## src/rtl/rv32i_types.sv

```systemverilog
// Shared RV32I types for the fetch stage: opcode encodings, fetch FSM states and the
// IF/ID pipeline record.
package rv32i_types;

  localparam logic [31:0] NOP_INSTR = 32'h0000_0013;

  typedef enum logic [6:0] {
    OpLoad    = 7'b0000011,
    OpMiscMem = 7'b0001111,
    OpImm     = 7'b0010011,
    OpAuipc   = 7'b0010111,
    OpStore   = 7'b0100011,
    OpReg     = 7'b0110011,
    OpLui     = 7'b0110111,
    OpBranch  = 7'b1100011,
    OpJalr    = 7'b1100111,
    OpJal     = 7'b1101111,
    OpSystem  = 7'b1110011
  } rv32i_opcode;

  typedef enum logic [1:0] {
    S_REQ,
    S_HOLD,
    S_DRAIN
  } fetch_state_t;

  typedef struct packed {
    logic        valid;
    logic [31:0] pc;
    logic [31:0] ir;
  } if_id_t;

endpackage

```

## src/rtl/fetch_stage_if.sv

```systemverilog
// Instruction-memory request/response bundle between the fetch stage and imem.
interface fetch_stage_if;
  logic [31:0] imem_address;
  logic        imem_read;
  logic [31:0] imem_rdata;
  logic        imem_resp;

  modport master (
    output imem_address,
    output imem_read,
    input  imem_rdata,
    input  imem_resp
  );

  modport slave (
    input  imem_address,
    input  imem_read,
    output imem_rdata,
    output imem_resp
  );
endinterface

```

## src/rtl/if_id_reg.sv

```systemverilog
// IF/ID pipeline register with load and clear; reset behaves exactly like clear.
module if_id_reg
  import rv32i_types::*;
#(
  parameter logic [31:0] CLEAR_IR = NOP_INSTR
) (
  input  logic   clk,
  input  logic   rst,
  input  logic   load,
  input  logic   clear,
  input  if_id_t d,
  output if_id_t q
);

  always_ff @(posedge clk) begin
    if (rst || clear) begin
      q <= '{valid: 1'b0, pc: 32'h0, ir: CLEAR_IR};
    end else if (load) begin
      q <= d;
    end
  end

endmodule

```

## src/rtl/fetch_stage.sv

```systemverilog
// RV32I IF stage plus IF/ID register: owns the PC, issues imem reads, handles stall/redirect.
// Optional FETCH_PERF_EN adds fetched-instruction and memory-wait counters.
module fetch_stage #(
  parameter logic [31:0] RESET_PC  = 32'h4000_0000,
  parameter logic [31:0] NOP_INSTR = 32'h0000_0013
) (
  input  logic                     clk,
  input  logic                     rst,
  input  logic                     stall,
  input  logic                     flush,
  input  logic [31:0]              redirect_pc,
  fetch_stage_if.master            imem,
  output logic                     if_id_valid,
  output logic [31:0]              if_id_pc,
  output logic [31:0]              if_id_ir,
  output rv32i_types::rv32i_opcode opcode,
  output logic [2:0]               funct3,
  output logic [6:0]               funct7,
  output logic [4:0]               rd,
  output logic [4:0]               rs1,
  output logic [4:0]               rs2
`ifdef FETCH_PERF_EN
  ,
  output logic [31:0]              perf_fetched,
  output logic [31:0]              perf_stall_cycles
`endif
);

  rv32i_types::fetch_state_t state_q, state_d;
  logic [31:0] pc_q, pc_d;
  logic [31:0] target_q, target_d;
  logic [31:0] hold_pc_q, hold_pc_d;
  logic [31:0] hold_ir_q, hold_ir_d;
  logic        ifid_load, ifid_clear;
  rv32i_types::if_id_t ifid_d, ifid_q;

  assign imem.imem_address = pc_q;
  assign imem.imem_read    = !rst && (state_q != rv32i_types::S_HOLD);

  always_comb begin
    state_d    = state_q;
    pc_d       = pc_q;
    target_d   = target_q;
    hold_pc_d  = hold_pc_q;
    hold_ir_d  = hold_ir_q;
    ifid_load  = 1'b0;
    ifid_clear = 1'b0;
    ifid_d     = '{valid: 1'b1, pc: pc_q, ir: imem.imem_rdata};

    case (state_q)
      rv32i_types::S_REQ: begin
        if (flush) begin
          ifid_clear = 1'b1;
          if (imem.imem_resp) begin
            pc_d = redirect_pc;
          end else begin
            // The read cannot be abandoned mid-flight; park the target until it completes.
            target_d = redirect_pc;
            state_d  = rv32i_types::S_DRAIN;
          end
        end else if (imem.imem_resp && stall) begin
          hold_pc_d = pc_q;
          hold_ir_d = imem.imem_rdata;
          state_d   = rv32i_types::S_HOLD;
        end else if (imem.imem_resp) begin
          ifid_load = 1'b1;
          pc_d      = pc_q + 32'd4;
        end else if (!stall) begin
          ifid_clear = 1'b1;
        end
      end
      rv32i_types::S_HOLD: begin
        if (flush) begin
          ifid_clear = 1'b1;
          pc_d       = redirect_pc;
          state_d    = rv32i_types::S_REQ;
        end else if (!stall) begin
          ifid_load = 1'b1;
          ifid_d    = '{valid: 1'b1, pc: hold_pc_q, ir: hold_ir_q};
          pc_d      = pc_q + 32'd4;
          state_d   = rv32i_types::S_REQ;
        end
      end
      rv32i_types::S_DRAIN: begin
        ifid_clear = 1'b1;
        if (flush) begin
          target_d = redirect_pc;
        end
        if (imem.imem_resp) begin
          pc_d    = flush ? redirect_pc : target_q;
          state_d = rv32i_types::S_REQ;
        end
      end
      default: state_d = rv32i_types::S_REQ;
    endcase
  end

  always_ff @(posedge clk) begin
    if (rst) begin
      state_q   <= rv32i_types::S_REQ;
      pc_q      <= RESET_PC;
      target_q  <= 32'h0;
      hold_pc_q <= 32'h0;
      hold_ir_q <= 32'h0;
    end else begin
      state_q   <= state_d;
      pc_q      <= pc_d;
      target_q  <= target_d;
      hold_pc_q <= hold_pc_d;
      hold_ir_q <= hold_ir_d;
    end
  end

  if_id_reg #(
    .CLEAR_IR (NOP_INSTR)
  ) u_if_id_reg (
    .clk   (clk),
    .rst   (rst),
    .load  (ifid_load),
    .clear (ifid_clear),
    .d     (ifid_d),
    .q     (ifid_q)
  );

  assign if_id_valid = ifid_q.valid;
  assign if_id_pc    = ifid_q.pc;
  assign if_id_ir    = ifid_q.ir;
  assign opcode      = rv32i_types::rv32i_opcode'(ifid_q.ir[6:0]);
  assign rd          = ifid_q.ir[11:7];
  assign funct3      = ifid_q.ir[14:12];
  assign rs1         = ifid_q.ir[19:15];
  assign rs2         = ifid_q.ir[24:20];
  assign funct7      = ifid_q.ir[31:25];

`ifdef FETCH_PERF_EN
  always_ff @(posedge clk) begin
    if (rst) begin
      perf_fetched      <= 32'h0;
      perf_stall_cycles <= 32'h0;
    end else begin
      if (ifid_load && ifid_d.valid) begin
        perf_fetched <= perf_fetched + 32'd1;
      end
      if (imem.imem_read && !imem.imem_resp) begin
        perf_stall_cycles <= perf_stall_cycles + 32'd1;
      end
    end
  end
`endif

endmodule

```

## src/flat_wrapper.sv

```systemverilog
// flat-port wrapper written by rule: the top's interface ports become plain ports
module fetch_stage_flat 
#(
  parameter logic [31:0] RESET_PC  = 32'h4000_0000,
  parameter logic [31:0] NOP_INSTR = 32'h0000_0013
)
  (clk, rst, stall, flush, redirect_pc, if_id_valid, if_id_pc, if_id_ir, opcode, funct3, funct7, rd, rs1, rs2, imem_imem_address, imem_imem_read, imem_imem_rdata, imem_imem_resp);
  fetch_stage_if imem_i ();
  input  logic clk;
  input  logic rst;
  input  logic stall;
  input  logic flush;
  input  logic [31:0] redirect_pc;
  output logic if_id_valid;
  output logic [31:0] if_id_pc;
  output logic [31:0] if_id_ir;
  output rv32i_types::rv32i_opcode opcode;
  output logic [2:0] funct3;
  output logic [6:0] funct7;
  output logic [4:0] rd;
  output logic [4:0] rs1;
  output logic [4:0] rs2;
  output wire logic [$bits(imem_i.imem_address)-1:0] imem_imem_address;
  output wire logic [$bits(imem_i.imem_read)-1:0] imem_imem_read;
  input wire logic [$bits(imem_i.imem_rdata)-1:0] imem_imem_rdata;
  input wire logic [$bits(imem_i.imem_resp)-1:0] imem_imem_resp;
  assign imem_imem_address = imem_i.imem_address;
  assign imem_imem_read = imem_i.imem_read;
  assign imem_i.imem_rdata = imem_imem_rdata;
  assign imem_i.imem_resp = imem_imem_resp;
  fetch_stage #(.RESET_PC(RESET_PC), .NOP_INSTR(NOP_INSTR)) u_core (.clk(clk), .rst(rst), .stall(stall), .flush(flush), .redirect_pc(redirect_pc), .imem(imem_i), .if_id_valid(if_id_valid), .if_id_pc(if_id_pc), .if_id_ir(if_id_ir), .opcode(opcode), .funct3(funct3), .funct7(funct7), .rd(rd), .rs1(rs1), .rs2(rs2));
endmodule
```

## config.mk

```make
export PLATFORM = sky130hd
export DESIGN_NAME = fetch_stage_flat
export DESIGN_NICKNAME = d
export VERILOG_FILES = /design/src/rtl/rv32i_types.sv /design/src/rtl/fetch_stage_if.sv /design/src/rtl/if_id_reg.sv /design/src/rtl/fetch_stage.sv /design/src/flat_wrapper.sv
export SDC_FILE = /design/constraint.sdc
export NUM_CORES = 1
export LEC_CHECK = 0
export BUFFER_PORTS_ARGS = -buffer_cell sky130_fd_sc_hd__buf_2
export CAP_MARGIN = 25
export CORE_UTILIZATION = 40
export DETAILED_ROUTE_END_ITERATION = 8
export HOLD_SLACK_MARGIN = 0.1
export MAX_ROUTING_LAYER = met4
export PLACE_DENSITY_LB_ADDON = 0.15
export SLEW_MARGIN = 20
export SYNTH_ARGS = -nofsm -noshare
export SYNTH_HDL_FRONTEND = slang
export SYNTH_HIERARCHICAL = 1
export SYNTH_SLANG_ARGS = --single-unit
```

## constraint.sdc

```tcl
create_clock -name clk -period 2.34 [get_ports clk]
set_input_delay 0.468 -clock clk [delete_from_list [all_inputs] [get_ports clk]]
set_output_delay 0.468 -clock clk [all_outputs]
set_load 0.005 [all_outputs]
```

==> results.ini, run 1 <==
[synthesis]
post_synth.cell_area_avg_um2=8.36
synth_edf_count=0
synth.area.top_cells=dfxtp_1 (43%), nand2_1 (10%), mux2i_1 (7.6%)
syn_nets=1163
synthArstFlopShare=0
synth_ff_type=dfxtp_1
postSynthCellCount=1093
yosysTopAreaCellShare=0.427
syn-cell-area_um2=9140
yosys_warnings=6
ys_ff_latch=195
synth.most_common_cell=nand2_1
ys_types=60
synth_common_cells=nand2_1 (247), dfxtp_1 (195), a21oi_1 (125)
synth_top_area_cell=dfxtp_1
seq_area_frac_synth=0.427

[power]
power.density_nw_per_um2=668
p_leak_nw=4.31
vdd.ir_drop.worst_mv=0.433

[die]
core_area_um2=22100
die_w_um=153
ioPinCount=199
start_util=0.414
die_height_um=153
die_area_um2=23400
num_rows=54

[sta]
skew_ns=0.0107
fin_crit_ns=2.08
setup_viol=0
tns_ns=0
fin_crit_sh=0.887
worst_pin_slew_ns=0.579
timing.hold.ws_ns=0.272
fmaxAchievable_mhz=482
final-max-slew-violation-count=0
slew_headroom=0.614
rsz0062_at_grt=no
hold_viol_final=0

[worst_setup_path]
critPathArrivalTime_ns=2.39
end_kind=flip-flop
slowest_delay_ns=0.54
path_buf_inv=0
crit_type=reg2reg
path_cells=ha_1, nand3_1, or4_4, or4_1, nand3_1, o31ai_1
cp_common_cell=nand3_1
critPathSlowestCell=or4_4
cp_max_fo=6
start_kind=flip-flop
cp.required_ns=2.66
cpLargestDelayFamily=simple AND/OR/NAND/NOR gates

[placed_design]
place_inst=1510
gp_congestion=0.853
dpl.hpwl_um=17400
port_buffers=198
dpl_cell_area_um2=10400

[grt]
grt_pass1_wl_um=41400
antenna_found_initial=0
grt_util_all_layers=0.228
grt_start_max_net_pins=51
first_global_vias=7691
grt_overflow=0

[detailed_routing]
avgViaCountPerCell=5.27
drtIter0Drc=554
via_count=8131
wire_per_inst_um=16.5
dr.pass1.iters=5
antenna_left=0
drc=0
wl_um=25500

[clocking]
numClockSinks=195
clk_transition_reported_paths_ns=0.07
cts_buffers=17
clock_latency_ns=0.44
post_cts_buffers=0
cts_resized=0
cts_tree=built
cts_hold_buf=0
h-tree-depth=4
cts_root_buf=clkbuf_16
clock_path_buffers=2

[layout]
finalNonFillerCells=1543
syn_to_final_growth_pct=19.7
seq_area_um2=3900
drive_gt1_frac=0.281
nFillCells=2159
multiInputGateArea_um2=4560
fin_nets=1319
postLayoutCellArea_um2=10900

[hold_path]
hp-class=in2reg

[run]
maxCapViolations=0

[outcome]
status=finished clean

## layer usage
layer | global-route usage | vias up | share of wire
met4 | 0.0693 | 0 | 0.016
li1 | - | 4056 | -
met2 | 0.365 | 203 | 0.48
met3 | 0.0388 | 26 | 0.045
met5 | - | - | 0
met1 | 0.292 | 3846 | 0.46
## stage by stage
| stage | setup WS [ns] | util | total power, mW |
|---|---|---|---|
| after floorplan | 0.345 | - | 4.13 |
| after global placement | 0.249 | 0.469 | 4.49 |
| after detailed placement | 0.218 | 0.469 | 4.50 |
| after CTS | 0.234 | 0.495 | 7.39 |
| after global routing | 0.120 | 0.495 | 7.63 |
| final | 0.265 | 0.495 | 7.31 |
## power breakdown
group / total [mW] / internal (mW) / switching, mW
Clock: 2.89 / 1.58 / 1.31
Combinational: 0.882 / 0.374 / 0.508
Sequential: 3.53 / 3.43 / 0.103
## layout by cell type, fill, tap and decap left out, drive strengths merged, types with 3 or more instances in the layout
| cell | instances |
|---|---|
| nand2 | 247 |
| a21oi | 125 |
| nor3 | 16 |
| and4 | 4 |
| nand4 | 5 |
| or4 | 6 |
| mux2 | 58 |
| and3 | 9 |
| buf | 252 |
| a211oi | 15 |
| inv | 12 |
| o211ai | 16 |
| o31a | 3 |
| and2 | 3 |
| clkinvlp | 4 |
| nor2 | 86 |
| o22ai | 5 |
| a31oi | 5 |
| dfxtp | 195 |
| o21ai | 44 |
| nand3 | 13 |
| clkinv | 4 |
| mux2i | 69 |
| nor4 | 8 |
| clkbuf | 20 |
| or3 | 3 |
## tightest hold or removal path, delay by kind of cell
family                 cells  cell delay, ns
AOI/OAI and AO/OA          1            0.05
buffers and inverters      1            0.10
and+or+nand+nor            1            0.05
## path summary, 6_finish.rpt
check | startpoint | end | slack [ns] | depth (start not counted)
setup / recovery | u_core/imem.imem_address[2] | u_core/imem.imem_address[20] | 0.26 | 6
setup reg to reg | u_core/imem.imem_address[2] | u_core/imem.imem_address[20] | 0.26 | 6
hold reg to reg | u_core/hold_pc_q[9] | u_core/hold_pc_q[9] | 0.45 | 2
hold / removal | redirect_pc[22] | u_core/target_q[22] | 0.27 | 3
## final cells by class
class                           instances  area share
Antenna cell                            1    0.000229
Clock buffer                           20      0.0399
Clock inverter                         12      0.0119
Inverter                               10     0.00366
Multi-Input combinational cell        773       0.417
Sequential cell                       195       0.357
Tap cell                              280      0.0320
Timing Repair Buffer                  252       0.138
## state kept, by name, indices dropped and copies added, names as in the netlist
register	cells
u_core/state_q	2
u_core/u_if_id_reg/q	65
u_core/target_q	32
u_core/hold_ir_q	32
u_core/imem.imem_address	32
u_core/hold_pc_q	32
## kinds of logic after synthesis
family,Yosys count,synth area share
buffers and inverters,125,0.0782
AND/OR/NAND/NOR,411,0.199
adder cells (fa/ha/maj),1,0.00137
AO/OA/AOI/OAI,229,0.143
XOR/XNOR,4,0.00384
other,1,0.000410
flip-flops,195,0.427
multiplexers,127,0.147
(Power assumes the default switching activity.)
==> run 2, diff against run 1 <==
--- a/config.mk
+++ b/config.mk
@@ -11,7 +11,6 @@
 export DETAILED_ROUTE_END_ITERATION = 8
 export HOLD_SLACK_MARGIN = 0.1
 export MAX_ROUTING_LAYER = met4
-export PLACE_DENSITY_LB_ADDON = 0.15
 export SLEW_MARGIN = 20
 export SYNTH_ARGS = -nofsm -noshare
 export SYNTH_HDL_FRONTEND = slang
==> run 2 against run 1 <==
  * Critical path depth shrank 3
  * Clock skew grew 0.0030 ns
  * Clock power grew 10%
  * Largest power group unchanged
==> results.ini, run 2 (synthesis results as in run 1) <==
[outcome]
status=finished clean

[placed_design]
gp_congestion=0.855  ; +0.32%
place_ws_ns=0.194  ; -0.0241 ns
port_buffers=198  ; unchanged
dpl.hpwl_um=17500  ; +0.80%
dpl_cell_area_um2=10300  ; -0.23%

[worst_setup_path]
cp.required_ns=1.87  ; -0.79 ns
slowest_delay_ns=0.68  ; +0.14 ns
start_kind=flip-flop
reg2reg_setup_slack_ns=0.25  ; about the same
cp_num_cells=3  ; -3
crit_type=reg2out
cpLargestDelayFamily=flip-flops
reg2reg_from=u_core/state_q[1]
cp_max_fo=11  ; +5
critPathSlowestCell=dfxtp_1
reg2regPathDepth=5  ; -1
critPathArrivalTime_ns=1.63  ; -0.76 ns
path_buf_inv=2  ; +2
end_kind=output port
path_cells=inv_1, a21oi_1, buf_2
r2r_end=u_core/imem.imem_address[29]

[clocking]
clock_latency_ns=0.43  ; about the same
h-tree-depth=4  ; unchanged
numClockSinks=195  ; unchanged
cts_tree=built
cts_buffers=17  ; unchanged
clk_transition_reported_paths_ns=0.08  ; about the same
post_cts_buffers=0  ; unchanged
clock_path_buffers=2  ; unchanged
cts_resized=0  ; unchanged
cts_root_buf=clkbuf_16
cts_hold_buf=0  ; unchanged

[layout]
multiInputGateArea_um2=4560  ; about the same
top_register=u_core/u_if_id_reg/q
drive_gt1_frac=0.283  ; +0.00146
syn_to_final_growth_pct=20.3
nFillCells=2186  ; +1.3%
postLayoutCellArea_um2=11000  ; +0.49%
final_cell_mix=nand2_1 (247), buf_2 (197), dfxtp_1 (195)
seq_area_um2=3900  ; unchanged
largest_register_ffs=65  ; unchanged
fin_nets=1316  ; -0.23%
final_common_cell=nand2_1

[hold_path]
hp-start=redirect_pc[27]
min_to=u_core/target_q[27]
hp-class=in2reg
hold_depth=3  ; unchanged

[die]
die_w_um=153  ; unchanged
num_rows=54  ; unchanged
core_area_um2=22100  ; unchanged
ioPinCount=199  ; unchanged
start_util=0.414  ; unchanged
die_height_um=153  ; unchanged
die_area_um2=23400  ; unchanged

[power]
p_leak_nw=4.33  ; +0.65%
power_frac_comb=0.114  ; -0.007
internal-power_mw=5.54  ; +3.0%
power_frac_clock=0.420  ; +0.024
p_seq_frac=0.466  ; -0.018
p_sw_frac=0.270  ; +0.00671
p_switching_mw=2.05  ; +6.6%
vdd.ir_drop.worst_mv=0.533  ; +23%
power.density_nw_per_um2=691  ; +3.4%

[sta]
fin_crit_sh=0.898  ; +0.0115
skew_ns=0.0137  ; +0.00305 ns
hold_viol_final=0  ; unchanged
setup_viol=0  ; unchanged
fin_crit_ns=2.10  ; +0.0269 ns
slew_headroom=0.611  ; -0.00335
fin_ws_ns=0.238  ; -0.0269 ns
fmaxAchievable_mhz=476  ; -1.3%
final-max-slew-violation-count=0  ; unchanged
rsz0062_at_grt=no
worst_pin_slew_ns=0.579  ; -0.000312 ns
tns_ns=0  ; unchanged

[detailed_routing]
drtIter0Drc=603  ; +8.8%
avgViaCountPerCell=5.29  ; +0.34%
via_count=8143  ; +0.15%
wire_per_inst_um=16.5  ; about the same
dr.pass1.iters=5  ; unchanged
drc=0  ; unchanged
antenna_left=0  ; unchanged
wl_um=25400  ; -0.22%

[grt]
first_global_vias=7686  ; -0.065%
grt_start_max_net_pins=62  ; +22%
grt_pass1_wl_um=40800  ; -1.6%
antenna_found_initial=1  ; +1
grt_util_all_layers=0.225  ; -0.00280
grt_overflow=0  ; unchanged

[run]
maxCapViolations=0  ; unchanged

==> run 2: changes by cell type in the layout (fill, tap and decap cells not counted), sizes merged <==
cell / change
buf: -3
clkinvlp: -4
clkbuf: -3
inv: +5
bufinv: +1
clkinv: +1
==> run 2: how the worst max path moves through the flow <==
stage,startpoint,end
4_1_cts,u_core/state_q[1],imem_imem_read
2_1_floorplan,flush,u_core/u_if_id_reg/q[10]
3_5_place_dp,flush,u_core/imem.imem_address[18]
5_1_grt,u_core/state_q[1],u_core/imem.imem_address[27]
6_report,u_core/state_q[1],imem_imem_read
3_3_place_gp,flush,u_core/u_if_id_reg/q[28]
==> run 2: worst reg2reg max path, delay by kind of cell, from the launching register on <==
family / cells / cell delay [ns]
compound gates: 3 / 0.93
flops: 1 / 0.68
simple gates: 2 / 0.42
==> run 2: metal layers <==
layer / routed length (um) / GRT usage / up-vias / share of wire
met5: 0 / - / - / 0
met4: 299 / 0.0548 / 0 / 0.012
met3: 1150 / 0.0437 / 18 / 0.045
met2: 12500 / 0.376 / 223 / 0.49
met1: 11500 / 0.278 / 3862 / 0.45
li1: - / - / 4040 / -
==> run 2: power groups by stage <==
stage / clock network, mW / registers, mW / logic, mW
global route: 3.42 / 3.56 / 0.956
finish: 3.19 / 3.54 / 0.866
detailed placement: 0 / 3.62 / 0.868
global placement: 0 / 3.61 / 0.860
floorplan: 0 / 3.59 / 0.534
CTS: 3.25 / 3.54 / 0.871
==> run 2: final cells by class <==
class	count	share of cell area
inverter	10	0.00353
antenna	1	0.000228
multi-input combinational	773	0.415
timing repair buffer	249	0.136
clock inverter	15	0.0197
sequential	195	0.355
clock buffer	17	0.0387
tap	280	0.0319
==> run 2: through the flow <==
stage / hold WS, ns / power, mW / std cells / util
2_1_floorplan: 0.430 / 4.13 / 1093 / -
3_3_place_gp: 0.438 / 4.47 / 1507 / 0.468
3_5_place_dp: 0.444 / 4.48 / 1507 / 0.468
4_1_cts: 0.260 / 7.67 / 1539 / 0.497
5_1_grt: 0.254 / 7.93 / 1540 / 0.497
6_report: 0.277 / 7.60 / 1540 / 0.497
==> run 3, diff against run 2 <==
==> constraint.sdc (replaced) <==
create_clock -name clk -period 2.65 [get_ports clk]
set_input_delay 0.53 -clock clk [delete_from_list [all_inputs] [get_ports clk]]
set_output_delay 0.53 -clock clk [all_outputs]
set_load 0.005 [all_outputs]
==> run 3 against run 2 <==
  * Sequential power shrank 12%
  * Cell count is 0.84% lower
  * Worst setup slack better by 0.30 ns
  * Register-to-register slack improved by 0.28 ns
  * Via count fell by 0.42%
  * Clock-buffer cell count is 2 higher
  * First-iteration DRC count shrank 20%
==> results.ini, run 3 (synthesis results as in run 1) <==
[detailed_routing]
antenna_left=0  ; unchanged
drtIter0Drc=482  ; -20%
wire_per_inst_um=16.7  ; +1.0%
via_count=8109  ; -0.42%
dr.pass1.iters=5  ; unchanged
drc=0  ; unchanged
wl_um=25500  ; +0.18%
avgViaCountPerCell=5.31  ; +0.43%

[grt]
first_global_vias=7657  ; -0.38%
grt_overflow=0  ; unchanged
antenna_found_initial=1  ; unchanged
grt_util_all_layers=0.227  ; +0.00176
grt_start_max_net_pins=71  ; +15%
grt_pass1_wl_um=41200  ; +0.86%

[worst_setup_path]
cp.required_ns=2.96  ; +1.09 ns
reg2reg_setup_slack_ns=0.53  ; +0.28 ns
crit_type=reg2reg
reg2regPathDepth=6  ; +1
reg2reg_from=u_core/imem.imem_address[2]
cp_max_fo=6  ; -5
end_kind=flip-flop
critPathArrivalTime_ns=2.42  ; +0.79 ns
r2r_end=u_core/imem.imem_address[20]
start_kind=flip-flop

[hold_path]
hold_depth=3  ; unchanged
hp-class=in2reg
hp-start=imem_imem_rdata[3]
min_to=u_core/hold_ir_q[3]

[layout]
top_register=u_core/u_if_id_reg/q
final_core_util=0.489  ; -0.00821
largest_register_ffs=65  ; unchanged
fin_nets=1304  ; -0.91%
postLayoutCellArea_um2=10800  ; -1.7%
final_common_cell=nand2_1
final_cell_mix=nand2_1 (247), buf_2 (197), dfxtp_1 (195)
syn_to_final_growth_pct=18.3
drive_gt1_frac=0.274  ; -0.00909

[die]
ioPinCount=199  ; unchanged
die_area_um2=23400  ; unchanged
core_area_um2=22100  ; unchanged
start_util=0.414  ; unchanged
num_rows=54  ; unchanged
die_height_um=153  ; unchanged
die_w_um=153  ; unchanged

[clocking]
cts_hold_buf=0  ; unchanged
clock_path_buffers=2  ; unchanged
clk_transition_reported_paths_ns=0.07  ; about the same
cts_tree=built
cts_root_buf=clkbuf_16
clock_latency_ns=0.43  ; about the same
cts_resized=0  ; unchanged
h-tree-depth=4  ; unchanged
numClockSinks=195  ; unchanged
cts_buffers=17  ; unchanged
post_cts_buffers=0  ; unchanged

[sta]
slew_headroom=0.502  ; -0.109
skew_ns=0.00991  ; -0.00384 ns
timing.hold.ws_ns=0.341  ; +0.0640 ns
worst_pin_slew_ns=0.747  ; +0.169 ns
rsz0062_at_grt=no
fin_crit_ns=2.12
fin_crit_sh=0.798
hold_viol_final=0  ; unchanged
fin_ws_ns=0.534  ; +0.296 ns
fmaxAchievable_mhz=473
setup_viol=0  ; unchanged
tns_ns=0  ; unchanged
final-max-slew-violation-count=0  ; unchanged

[run]
maxCapViolations=0  ; unchanged

[power]
p_leak_nw=4.23  ; -2.3%
power.density_nw_per_um2=607  ; -12%
vdd.ir_drop.worst_mv=0.399  ; -25%

[placed_design]
place_ws_ns=0.323  ; +0.129 ns
port_buffers=198  ; unchanged
gp_congestion=0.872  ; +1.9%
dpl.hpwl_um=17100  ; -2.4%
dpl_cell_area_um2=10200  ; -1.3%

[outcome]
status=finished clean

==> run 3: cell count changes in the layout (fill, tap and decap cells not counted), moves of 2 or more <==
cell | previous run | this run
clkinvlp_4 | 0 | 3
inv_8 | 4 | 1
clkinv_2 | 2 | 4
buf_12 | 9 | 5
inv_6 | 4 | 1
buf_4 | 43 | 34
clkinv_8 | 2 | 0
==> run 3: power breakdown <==
group | internal [mW] | switching, mW
Clock | 1.51 | 1.17
Combinational | 0.307 | 0.432
Sequential | 3.03 | 0.104
Total | 4.85 | 1.70
==> run 3: final cells by class <==
| class | count | area (um2) |
|---|---|---|
| antenna | 1 | 2.50 |
| clock buffer | 19 | 443 |
| clock inverter | 12 | 156 |
| fill | 2152 | 11300 |
| inverter | 10 | 38.8 |
| multi-input combinational | 773 | 4560 |
| sequential | 195 | 3900 |
| tap | 280 | 350 |
| timing repair buffer | 237 | 1350 |
==> run 3: how the worst max path moves through the flow <==
stage | start | to | slack (ns)
global placement | flush | u_core/u_if_id_reg/q[37] | 0.39
floorplan | flush | u_core/u_if_id_reg/q[10] | 0.59
global route | u_core/imem.imem_address[14] | u_core/imem.imem_address[24] | 0.36
finish | u_core/imem.imem_address[2] | u_core/imem.imem_address[20] | 0.53
CTS | u_core/state_q[1] | imem_imem_read | 0.50
detailed placement | flush | u_core/u_if_id_reg/q[42] | 0.32
==> run 3: critical path: stages, from the launching register on <==
cell and delay [ns]:
dfxtp_1 0.34, ha_1 0.21, nand3_1 0.29, or4_4 0.55, or4_1 0.43, nand3_1 0.10, o31ai_1 0.06
==> run 3: stage by stage <==
step | power [mW] | cells
after floorplan | 3.64 | 1093
after global placement | 3.93 | 1494
after detailed placement | 3.94 | 1495
after CTS | 6.63 | 1526
after global routing | 6.84 | 1527
final | 6.55 | 1527
==> run 3: per-layer routing <==
metal / track usage / vias up / part of all wire
li1: - / 4015 / -
met1: 0.289 / 3833 / 0.46
met2: 0.371 / 242 / 0.49
met3: 0.0366 / 19 / 0.045
met4: 0.0606 / 0 / 0.013
met5: - / - / 0
